**src/rtl/writeback_checker_trace_fifo.sv**
```systemverilog
// Synchronous FIFO holding writeback trace entries.
// Drops pushes when full unless a pop frees a slot in the same cycle.
module trace_fifo #(
    parameter int WIDTH = 69,
    parameter int DEPTH = 16
) (
    input  logic             clk,
    input  logic             reset,
    input  logic             push,
    input  logic             pop,
    input  logic [WIDTH-1:0] din,
    output logic [WIDTH-1:0] head,
    output logic             empty,
    output logic             drop
);

    localparam int AW = $clog2(DEPTH);
    localparam int CW = AW + 1;

    logic [WIDTH-1:0] mem [DEPTH];
    logic [AW-1:0]    wr_ptr;
    logic [AW-1:0]    rd_ptr;
    logic [CW-1:0]    count;
    logic             full;
    logic             do_push;
    logic             do_pop;

    assign full    = (count == CW'(DEPTH));
    assign empty   = (count == '0);
    assign do_pop  = pop && !empty;
    assign do_push = push && (!full || do_pop);
    assign drop    = push && full && !do_pop;
    assign head    = empty ? '0 : mem[rd_ptr];

    always_ff @(posedge clk or negedge reset) begin
        if (!reset) begin
            wr_ptr <= '0;
            rd_ptr <= '0;
            count  <= '0;
            for (int i = 0; i < DEPTH; i++) begin
                mem[i] <= '0;
            end
        end else begin
            if (do_push) begin
                mem[wr_ptr] <= din;
                wr_ptr      <= wr_ptr + 1'b1;
            end
            if (do_pop) begin
                rd_ptr <= rd_ptr + 1'b1;
            end
            unique case ({do_push, do_pop})
                2'b10:   count <= count + 1'b1;
                2'b01:   count <= count - 1'b1;
                default: count <= count;
            endcase
        end
    end

endmodule

```
**config.mk**
```make
export PLATFORM = sky130hd
export DESIGN_NAME = trace_fifo
export DESIGN_NICKNAME = d
export VERILOG_FILES = /design/src/rtl/writeback_checker_trace_fifo.sv
export SDC_FILE = /design/constraint.sdc
export NUM_CORES = 2
export LEC_CHECK = 0
export BUFFER_PORTS_ARGS = -buffer_cell sky130_fd_sc_hd__buf_2
export CAP_MARGIN = 20
export CORE_MARGIN = 2
export CORE_UTILIZATION = 60
export DETAILED_ROUTE_END_ITERATION = 6
export PLACE_DENSITY_LB_ADDON = 0.2
export SKIP_LAST_GASP = 1
export SYNTH_ARGS = -nofsm -noshare
export SYNTH_HDL_FRONTEND = slang
export SYNTH_SLANG_ARGS = --single-unit
export TNS_END_PERCENT = 30
```
**constraint.sdc**
```tcl
create_clock -name clk -period 3.8 [get_ports clk]
set_clock_uncertainty 0.05 [all_clocks]
set_input_delay 0.38 -clock clk [delete_from_list [all_inputs] [get_ports clk]]
set_output_delay 0.38 -clock clk [all_outputs]
set_load 0.02 [all_outputs]
```
==> reports/results.ini <==
[routing]
wl_per_cell_um = 27.1
drc_errors = 0
vias = 28035
wl_um = 118000
vias_per_cell = 6.44
drtIter0Drc = 1901
ant_nets = 0
dr.pass1.iters = 5

[hold_path]
hold_class = in2reg
worst_hold_path.endpoint = mem[521]
hold_depth = 2
hp-start = din[38]

[worst_setup_path]
worstPathArrival_ns = 3.25
worstRegToRegCells = 11
worstSetupStartpointType = flip-flop
slowest_delay_ns = 0.99
cp_max_fo = 49
critical_path_required_ns = 3.37
timing.rr.start = count[3]
critical_path.cell_chain = buf_4, mux4_2, a22oi_1, o21ai_0, buf_2
r2r-end = count[4]
critPathSlowestCell = dfrtp_4
r2r_slack_ns = 0.60
cp-end-kind = output port
worst-setup-path-type = reg2out

[global_route]
grt_pass1_vias = 30793
busiest_layer = met2
antenna_found_initial = 15
grt_use_met1_pct = 39.9
grtUsageMet3_pct = 4.26
grt_remaining_overflow = 0
grt_max_degree = 107
track_usage_pct = 28.3
grt_pass1_wl_um = 186000
grt_use_met2_pct = 46.9

[logic_synthesis]
avgSynthCellArea_um2 = 16.3
syn_area_um2 = 50300
syn_inst = 3090
yosysWarnings = 0
ys_seq_area_share_pct = 55.6
synth-edff-count = 0
syn-num-nets = 3171
synthFlopType = dfrtp_1
ys_seq_elements = 1117
async_reset_ff_share_pct = 100
ys_types = 42

[clocking]
cts.path.max_buffers = 3
cts_tree = built
htreeDepth = 3
cts-root-buf = clkbuf_16
insertion_delay_ns = 0.68
cts_buffers = 114
clkSlewWorstSetupHoldPaths_ns = 0.06
cts.sinks = 1117

[floorplanning]
die-area_um2 = 86100
rows = 106
io_pins = 144
die_w_um = 293
fp.coreArea_um2 = 83300
start_util_pct = 60.4
chipHeight_um = 293

[timing]
slew_headroom_pct = 30.0
period_share_pct = 96.8
tightest_slew_ns = 1.05
finalMaxSlewViolations = 0
setup_viol = 0
hold_viol_final = 0
clock.fmax_ghz = 0.272
fin_setup_tns_ns = 0
rsz0062_at_grt = true
timing.final.crit_period_ns = 3.68

[layout]
layout_commonest_cell = dfrtp_1
final_cell_mix = dfrtp_1 (1114), mux2_2 (1017), mux4_2 (273), buf_2 (142), clkbuf_16 (118)
nNetsFinal = 3257
finalInstanceArea_um2 = 56200
drive_above_1_share_pct = 53.3
area_growth_pct = 11.9

[placed_design]
place_area_um2 = 52300
io_buffers = 143
dp_hpwl_um = 67800
gp_congestion = 0.765

[run_status]
status = completed

[power]
leakage_nw = 24.4
power.density_nw_per_um2 = 943
ir_drop_mv = 0.739

[job]
drv_cap = 0

[cells in the mapped netlist, types with 14 or more instances]
cell type / n / area [um2]
a21oi_1: 14 / 70.1
a22oi_1: 61 / 458
buf_2: 118 / 591
clkbuf_1: 130 / 488
dfrtp_1: 1117 / 28000
mux2_1: 100 / 1130
mux2_2: 1017 / 11500
mux2i_1: 70 / 701
mux4_2: 273 / 6150
nand2_1: 17 / 63.8
o21ai_0: 70 / 350
[area by class of cell]
type,count,area (um2)
inverter,5,18.8
fill,5551,27100
multi-input combinational,1687,21100
sequential,1117,28000
clock buffer,168,3330
antenna,5,12.5
clock inverter,43,479
tap,1080,1350
timing repair buffer,251,1990
[per-stage QoR]
step           hold WS, ns  power, mW  instances  utilization (%)  setup slack (ns)
2_1_floorplan       0.0344       35.5       3090                -             0.845
3_3_place_gp         0.412       40.8       4134             62.8             0.528
3_5_place_dp         0.418       42.0       4134             62.8             0.478
4_1_cts             0.0595       53.4       4348             67.5            0.0654
5_1_grt              0.100       55.9       4352             67.5          -0.00495
6_report            0.0948       53.0       4356             67.5             0.123
[sequential cells by signal (all words and copies together), names as in the netlist]
| name | count |
|---|---|
| mem | 1104 |
| rd_ptr | 4 |
| count | 5 |
| wr_ptr | 4 |
[how the worst max path moves through the flow]
stage                     startpoint        to  slack [ns]  cells past startpoint
after floorplan             count[1]  count[4]        0.84                     12
after global placement      count[1]  count[4]        0.53                     10
after detailed placement    count[1]  count[4]        0.48                     10
after CTS                   count[1]  head[67]        0.07                      7
after global routing       rd_ptr[0]   head[7]      -0.005                      5
final                      rd_ptr[2]  head[14]        0.12                      5
[worst max-delay path, delay by kind of cell (launching register included)]
kind | cells | cell delay, ns
muxes | 1 | 0.35
DFF | 1 | 0.99
buffers and inverters | 2 | 0.70
AOI/OAI and AO/OA | 2 | 0.42
[layer usage]
layer  part of all wire (%)  vias to the layer above
met5                  0.069                        -
met4                    2.2                       12
met3                    4.6                      187
met2                     50                      658
met1                     43                    15441
li1                       -                    11737
[power breakdown]
part	internal, mW	switching, mW	total [mW]	leakage (nW)
registers	17.7	3.24	20.9	13.8
logic	11.5	9.35	20.8	8.79
clock network	6.66	4.62	11.3	1.86
[kinds of logic (layout without fill, tap and decap cells)]
logic type | after synthesis | after routing | share of synthesized area, %
compound gates | 154 | 154 | 1.88
xor+xnor | 12 | 12 | 0.209
fa+ha+maj | 8 | 8 | 0.199
buf+inv | 286 | 467 | 2.68
flops | 1117 | 1117 | 55.6
mux | 1460 | 1460 | 38.6
other cells | 0 | 5 | 0
simple gates | 53 | 53 | 0.774
[what timing repair did]
item                                   CTS  global route
setup endpoints to repair                0             6
hold buffers                             3             0
endpoints found under the hold margin   78             0
buffers inserted                         0             2
resized for setup                        0             0
Note: power is estimated with default switching activity, not from simulation.
